===== src/rtl/multi_ch_window_average.sv =====
// Per-channel block averager over 2^k-sample windows on a tagged, interleaved sample stream.
// Optional feature macro: AVG_ROUND_EN (round half up with saturation instead of truncation).
module multi_ch_window_average #(
  parameter int DATA_IN_WIDTH = 12,
  parameter int NUM_CH        = 4,
  parameter int CH_WIDTH      = (NUM_CH > 1) ? $clog2(NUM_CH) : 1,
  parameter int MAX_LOG2_WIN  = 9,
  parameter int ACC_WIDTH     = DATA_IN_WIDTH + MAX_LOG2_WIN,
  localparam int K_WIDTH      = $clog2(MAX_LOG2_WIN + 1)
) (
  input  logic                     clk,
  input  logic                     rst_n,
  input  logic                     i_valid,
  input  logic [CH_WIDTH-1:0]      i_ch,
  input  logic [DATA_IN_WIDTH-1:0] i_data,
  input  logic [K_WIDTH-1:0]       i_log2_win,
  input  logic                     i_clear,
  output logic                     o_valid,
  output logic [CH_WIDTH-1:0]      o_ch,
  output logic [DATA_IN_WIDTH-1:0] o_average,
  output logic                     o_first,
  output logic                     o_overrun
);

  localparam int                 CNT_WIDTH = MAX_LOG2_WIN + 1;
  localparam logic [K_WIDTH-1:0] MAX_K     = K_WIDTH'(MAX_LOG2_WIN);
  localparam logic [CH_WIDTH:0]  NUM_CH_L  = (CH_WIDTH + 1)'(NUM_CH);

  logic [ACC_WIDTH-1:0] acc_q [NUM_CH];
  logic [ACC_WIDTH-1:0] acc_d [NUM_CH];
  logic [CNT_WIDTH-1:0] cnt_q [NUM_CH];
  logic [CNT_WIDTH-1:0] cnt_d [NUM_CH];
  logic [K_WIDTH-1:0]   k_q   [NUM_CH];
  logic [K_WIDTH-1:0]   k_d   [NUM_CH];

  logic                     valid_q, valid_d;
  logic [CH_WIDTH-1:0]      ch_q, ch_d;
  logic [DATA_IN_WIDTH-1:0] avg_q, avg_d;
  logic                     overrun_q, overrun_d;

  logic [NUM_CH-1:0]        hit_ch;
  logic                     tag_ok;
  logic                     accept;
  logic [K_WIDTH-1:0]       k_clamped;
  logic [ACC_WIDTH-1:0]     sel_acc;
  logic [CNT_WIDTH-1:0]     sel_cnt;
  logic [K_WIDTH-1:0]       sel_k;
  logic                     first;
  logic [K_WIDTH-1:0]       k_eff;
  logic [CNT_WIDTH-1:0]     term_cnt;
  logic                     done;
  logic [ACC_WIDTH-1:0]     sum;
  logic [DATA_IN_WIDTH-1:0] avg_now;

  genvar gi;
  generate
    for (gi = 0; gi < NUM_CH; gi++) begin : g_hit
      assign hit_ch[gi] = (i_ch == CH_WIDTH'(gi));
    end
  endgenerate

  assign tag_ok    = ({1'b0, i_ch} < NUM_CH_L);
  assign accept    = i_valid && tag_ok && !i_clear;
  assign k_clamped = (i_log2_win > MAX_K) ? MAX_K : i_log2_win;

  always_comb begin
    sel_acc = '0;
    sel_cnt = '0;
    sel_k   = '0;
    for (int c = 0; c < NUM_CH; c++) begin
      if (hit_ch[c]) begin
        sel_acc = acc_q[c];
        sel_cnt = cnt_q[c];
        sel_k   = k_q[c];
      end
    end
  end

  // The exponent for a fresh window comes straight from the input so k=0 completes on its first sample.
  assign first    = (sel_cnt == '0);
  assign k_eff    = first ? k_clamped : sel_k;
  assign term_cnt = (CNT_WIDTH'(1) << k_eff) - CNT_WIDTH'(1);
  assign done     = (sel_cnt == term_cnt);
  assign sum      = sel_acc + ACC_WIDTH'(i_data);
  assign o_first  = i_valid && tag_ok && first;

`ifdef AVG_ROUND_EN
  localparam logic [ACC_WIDTH:0] DATA_MAX = (ACC_WIDTH + 1)'((64'd1 << DATA_IN_WIDTH) - 64'd1);
  logic [ACC_WIDTH:0] half;
  logic [ACC_WIDTH:0] sum_rnd;
  logic [ACC_WIDTH:0] q_rnd;

  assign half    = (k_eff == '0) ? '0 : ((ACC_WIDTH + 1)'(1) << (k_eff - K_WIDTH'(1)));
  assign sum_rnd = {1'b0, sum} + half;
  assign q_rnd   = sum_rnd >> k_eff;
  assign avg_now = (q_rnd > DATA_MAX) ? '1 : DATA_IN_WIDTH'(q_rnd);
`else
  assign avg_now = DATA_IN_WIDTH'(sum >> k_eff);
`endif

  always_comb begin
    for (int c = 0; c < NUM_CH; c++) begin
      acc_d[c] = acc_q[c];
      cnt_d[c] = cnt_q[c];
      k_d[c]   = k_q[c];
    end
    if (i_clear) begin
      for (int c = 0; c < NUM_CH; c++) begin
        acc_d[c] = '0;
        cnt_d[c] = '0;
        k_d[c]   = '0;
      end
    end else if (accept) begin
      for (int c = 0; c < NUM_CH; c++) begin
        if (hit_ch[c]) begin
          if (first) k_d[c] = k_clamped;
          if (done) begin
            acc_d[c] = '0;
            cnt_d[c] = '0;
          end else begin
            acc_d[c] = sum;
            cnt_d[c] = sel_cnt + CNT_WIDTH'(1);
          end
        end
      end
    end
  end

  always_comb begin
    valid_d   = accept && done;
    ch_d      = (accept && done) ? i_ch : ch_q;
    avg_d     = (accept && done) ? avg_now : avg_q;
    overrun_d = i_clear ? 1'b0 : (overrun_q || (i_valid && !tag_ok));
  end

  always_ff @(posedge clk or negedge rst_n) begin
    if (!rst_n) begin
      for (int c = 0; c < NUM_CH; c++) begin
        acc_q[c] <= '0;
        cnt_q[c] <= '0;
        k_q[c]   <= '0;
      end
      valid_q   <= 1'b0;
      ch_q      <= '0;
      avg_q     <= '0;
      overrun_q <= 1'b0;
    end else begin
      for (int c = 0; c < NUM_CH; c++) begin
        acc_q[c] <= acc_d[c];
        cnt_q[c] <= cnt_d[c];
        k_q[c]   <= k_d[c];
      end
      valid_q   <= valid_d;
      ch_q      <= ch_d;
      avg_q     <= avg_d;
      overrun_q <= overrun_d;
    end
  end

  assign o_valid   = valid_q;
  assign o_ch      = ch_q;
  assign o_average = avg_q;
  assign o_overrun = overrun_q;

endmodule

===== config.mk =====
export PLATFORM = sky130hd
export DESIGN_NAME = multi_ch_window_average
export DESIGN_NICKNAME = d
export VERILOG_FILES = /design/src/rtl/multi_ch_window_average.sv
export SDC_FILE = /design/constraint.sdc
export NUM_CORES = 1
export LEC_CHECK = 0
export CORE_UTILIZATION = 65
export DETAILED_ROUTE_END_ITERATION = 7
export GPL_TIMING_DRIVEN = 1
export HOLD_SLACK_MARGIN = 0.1
export PLACE_DENSITY = 0.85
export SLEW_MARGIN = 20
export SYNTH_ARGS = -nofsm -noshare
export SYNTH_HDL_FRONTEND = slang
export SYNTH_SLANG_ARGS = --single-unit

===== constraint.sdc =====
create_clock -name clk -period 11 [get_ports clk]
set_clock_uncertainty 0.05 [all_clocks]
set_input_delay 2.2 -clock clk [delete_from_list [all_inputs] [get_ports clk]]
set_output_delay 2.2 -clock clk [all_outputs]
set_load 0.01 [all_outputs]

==> impl_metrics.ini <==
[critical_path]
worstPathArrival_ps = 9080
r2r_cells = 19
worstSetupStartpointType = primary input
crit_path_end_kind = flip-flop
cp_max_fo = 24
required_ps = 11210
critPathLaunch = i_ch[1]
crit_type = in2reg
reg2reg_from = cnt_q[0]

[min_path]
holdPathStages = 2
hp-start = o_ch[1]
hold_path.class = reg2reg

[cells_and_area]
drive_above_1_share = 0.1082
syn2layout_area_growth_pct = 11.14
final_common_cell = nand2_1
fin_area_sq_mm = 0.009921
fin_cells = 1128
antennaDiodeCount = 0
final_nets = 978
final_cell_mix = nand2_1 (175), dfrtp_1 (155), o21ai_0 (103)

[yosys]
synth_compound_area_frac = 0.1644
yosysWarnings = 0
ys_ff_latch = 155
synth_top_family_by_area = simple AND/OR/NAND/NOR gates
synth_adder_area_share = 0.02327
ys_async_sr_fraction = 1.000
synth_xor_area_frac = 0.03434
synthSimpleGateAreaFrac = 0.1674
postSynthCellCount = 930
syn_avg_cell_area_sq_um = 9.598
synth_mux_area_frac = 0.1423
synth_top_cell_area_share = 0.4345
yosysTopAreaCell = dfrtp_1
netlist_area_sq_mm = 0.008926
synth_nets = 968
synth_edf_count = 0
synth.area.top_cells = dfrtp_1 (43%), mux4_2 (9.8%), nand2_1 (7.4%), o21ai_0 (5.8%), nor2_1 (3.1%)
synth-seq-area-share = 0.4345
ys.flop_type = dfrtp_1
synth.distinct_cells = 66

[drt]
avgRoutedWirePerCell_um = 21.58
postRouteAntennaNets = 0
via_per_inst = 6.784
wirelength_mm = 24.34
drtPass1Iterations = 6
routed-via-count = 7652
drtIter0Drc = 794
route.detailed.drc = 0

[clocking]
post_cts_buffers = 0
clk_pin_slew_ps = 60
cts-root-buf = clkbuf_16
cts_tree = yes
cts.path.max_buffers = 2
post_cts_resized = 0
clock-sinks = 155
clock_latency_ps = 440
cts_buffers = 17
htree_num_levels = 4
cts_hold_buf = 0

[floorplan]
io_pins = 39
core_sq_mm = 0.01330
start_util = 0.6714
dieArea_sq_mm = 0.01421
die_w_um = 119.2
num_rows = 42
die_y_um = 119.2

[sta]
finalCritPeriodShare = 0.8065
rsz0062_at_grt = no
final_hold_viol_count = 0
slew_violations = 0
hold_ws_ps = 416.4
timing.slew.headroom = 0.2817
setup_tns_ps = 0
period_needed_ps = 8871
fmax_mhz = 112.7
tightest_slew_ps = 1057
setup_viol_count_final = 0

[placed_design]
port_buffers = 37
place_area_sq_mm = 0.009339
gp_congestion = 1.027
hpwl_mm = 15.91
dp.cells = 1097

[global_route]
overflow = 0
grt_pass1_wl_mm = 39.29
grt_max_degree = 85
grt.total_usage = 0.3621
antenna_found_initial = 0
grt_pass1_vias = 7659

[pwr]
powerDensity_mw_per_mm2 = 145.0
switching_share = 0.2921
peakVddDrop_mv = 0.1122
power.total_w = 0.001438
clkPwrFrac = 0.412
combPwrFrac = 0.175
p_leak_nw = 4.242
switching_power_w = 0.0004200
internal_power_w = 0.001018
seqPwrFrac = 0.413

[flow_run]
maxCapViolations = 0

[outcome]
status = finished clean
state kept, by name, summed over array words and instances (netlist names):
name,cells
o_average,12
cnt_q,40
acc_q,84
o_ch,2
k_q,16
o_valid,1
synth_stat cells, drive strengths merged (2+ instances only):
| cell | number |
|---|---|
| inv | 13 |
| a211o | 2 |
| mux2i | 26 |
| clkbuf | 36 |
| o221ai | 2 |
| a211oi | 14 |
| nor4 | 4 |
| nor3b | 2 |
| nand2 | 175 |
| and2 | 3 |
| a311oi | 2 |
| a22o | 30 |
| o21a | 3 |
| or3 | 4 |
| nor2 | 75 |
| a21oi | 47 |
| nand2b | 14 |
| buf | 18 |
| xor2 | 11 |
| nand3 | 27 |
| xnor2 | 24 |
| nor3 | 9 |
| o21ai | 107 |
| mux2 | 11 |
| and3 | 5 |
| o31ai | 2 |
| nand4 | 2 |
| dfrtp | 155 |
| a21o | 5 |
| a31oi | 2 |
| o211ai | 4 |
| or2 | 5 |
| o22ai | 9 |
| nor2b | 6 |
| mux4 | 39 |
| ha | 15 |
| a22oi | 3 |
| o21bai | 2 |
through the flow:
step	util	setup WS, ps
after CTS	0.7462	2288
after floorplan	-	3737
after global placement	0.7024	2182
final	0.7462	2129
after global routing	0.7462	1657
after detailed placement	0.7024	1935
layer usage:
metal / track usage / vias up / wire (um)
met5: 0 / - / 0
met3: 0.08094 / 94 / 2003
li1: - / 3367 / -
met1: 0.4646 / 3773 / 9501
met2: 0.5879 / 418 / 11950
met4: 0.1677 / 0 / 886
cells by family (layout without fill, tap and decap cells):
| family | count (synthesis) | count (layout) |
|---|---|---|
| xor gates and xnor gates | 35 | 35 |
| DFF | 155 | 155 |
| adders and majority gates | 16 | 16 |
| muxes | 76 | 76 |
| other | 1 | 1 |
| and+or+nand+nor | 339 | 339 |
| AOI/OAI and AO/OA | 241 | 241 |
| buffers and inverters | 67 | 89 |
worst max-delay path, stage by stage:
cell and delay [ps]:
buf_2 440, buf_4 440, mux4_2 490, inv_1 100, ha_1 170, nand2_1 80
o22ai_1 240, and4b_1 660, mux2_2 550, nor2_1 350, nand2_1 100, ha_1 370
xor2_1 400, and2_1 180, o21ai_0 70, a211oi_1 240, o31ai_1 130, nand4bb_1 540
and2b_1 430, nand2_1 580, o21ai_0 290
path summary, 6_finish.rpt:
path	endpoint	slack, ps
worst max-delay path	acc_q[12]	2130
worst min-delay path	o_ch[1]	420
max in group asynchronous	cnt_q[31]	7740
min in group asynchronous	acc_q[12]	1750
worst max register to register	acc_q[12]	4300
worst min register to register	o_ch[1]	420
power groups by stage:
stage | sequential [W] | combinational [W] | clock [W]
floorplan | 0.000601 | 0.000169 | 0
detailed placement | 0.000603 | 0.000243 | 0
CTS | 0.000594 | 0.000246 | 0.000591
finish | 0.000594 | 0.000252 | 0.000592
global route | 0.000595 | 0.000270 | 0.000614
global placement | 0.000602 | 0.000239 | 0
cell type report:
type                       instances  area [sq um]
clock buffer                      20         446.7
clock inverter                    11         135.1
fill                             911          3374
inverter                          13         48.80
multi-input combinational        708          4770
sequential                       155          3879
tap                              176         220.2
timing repair buffer              45         421.7
(Power assumes the default switching activity.)
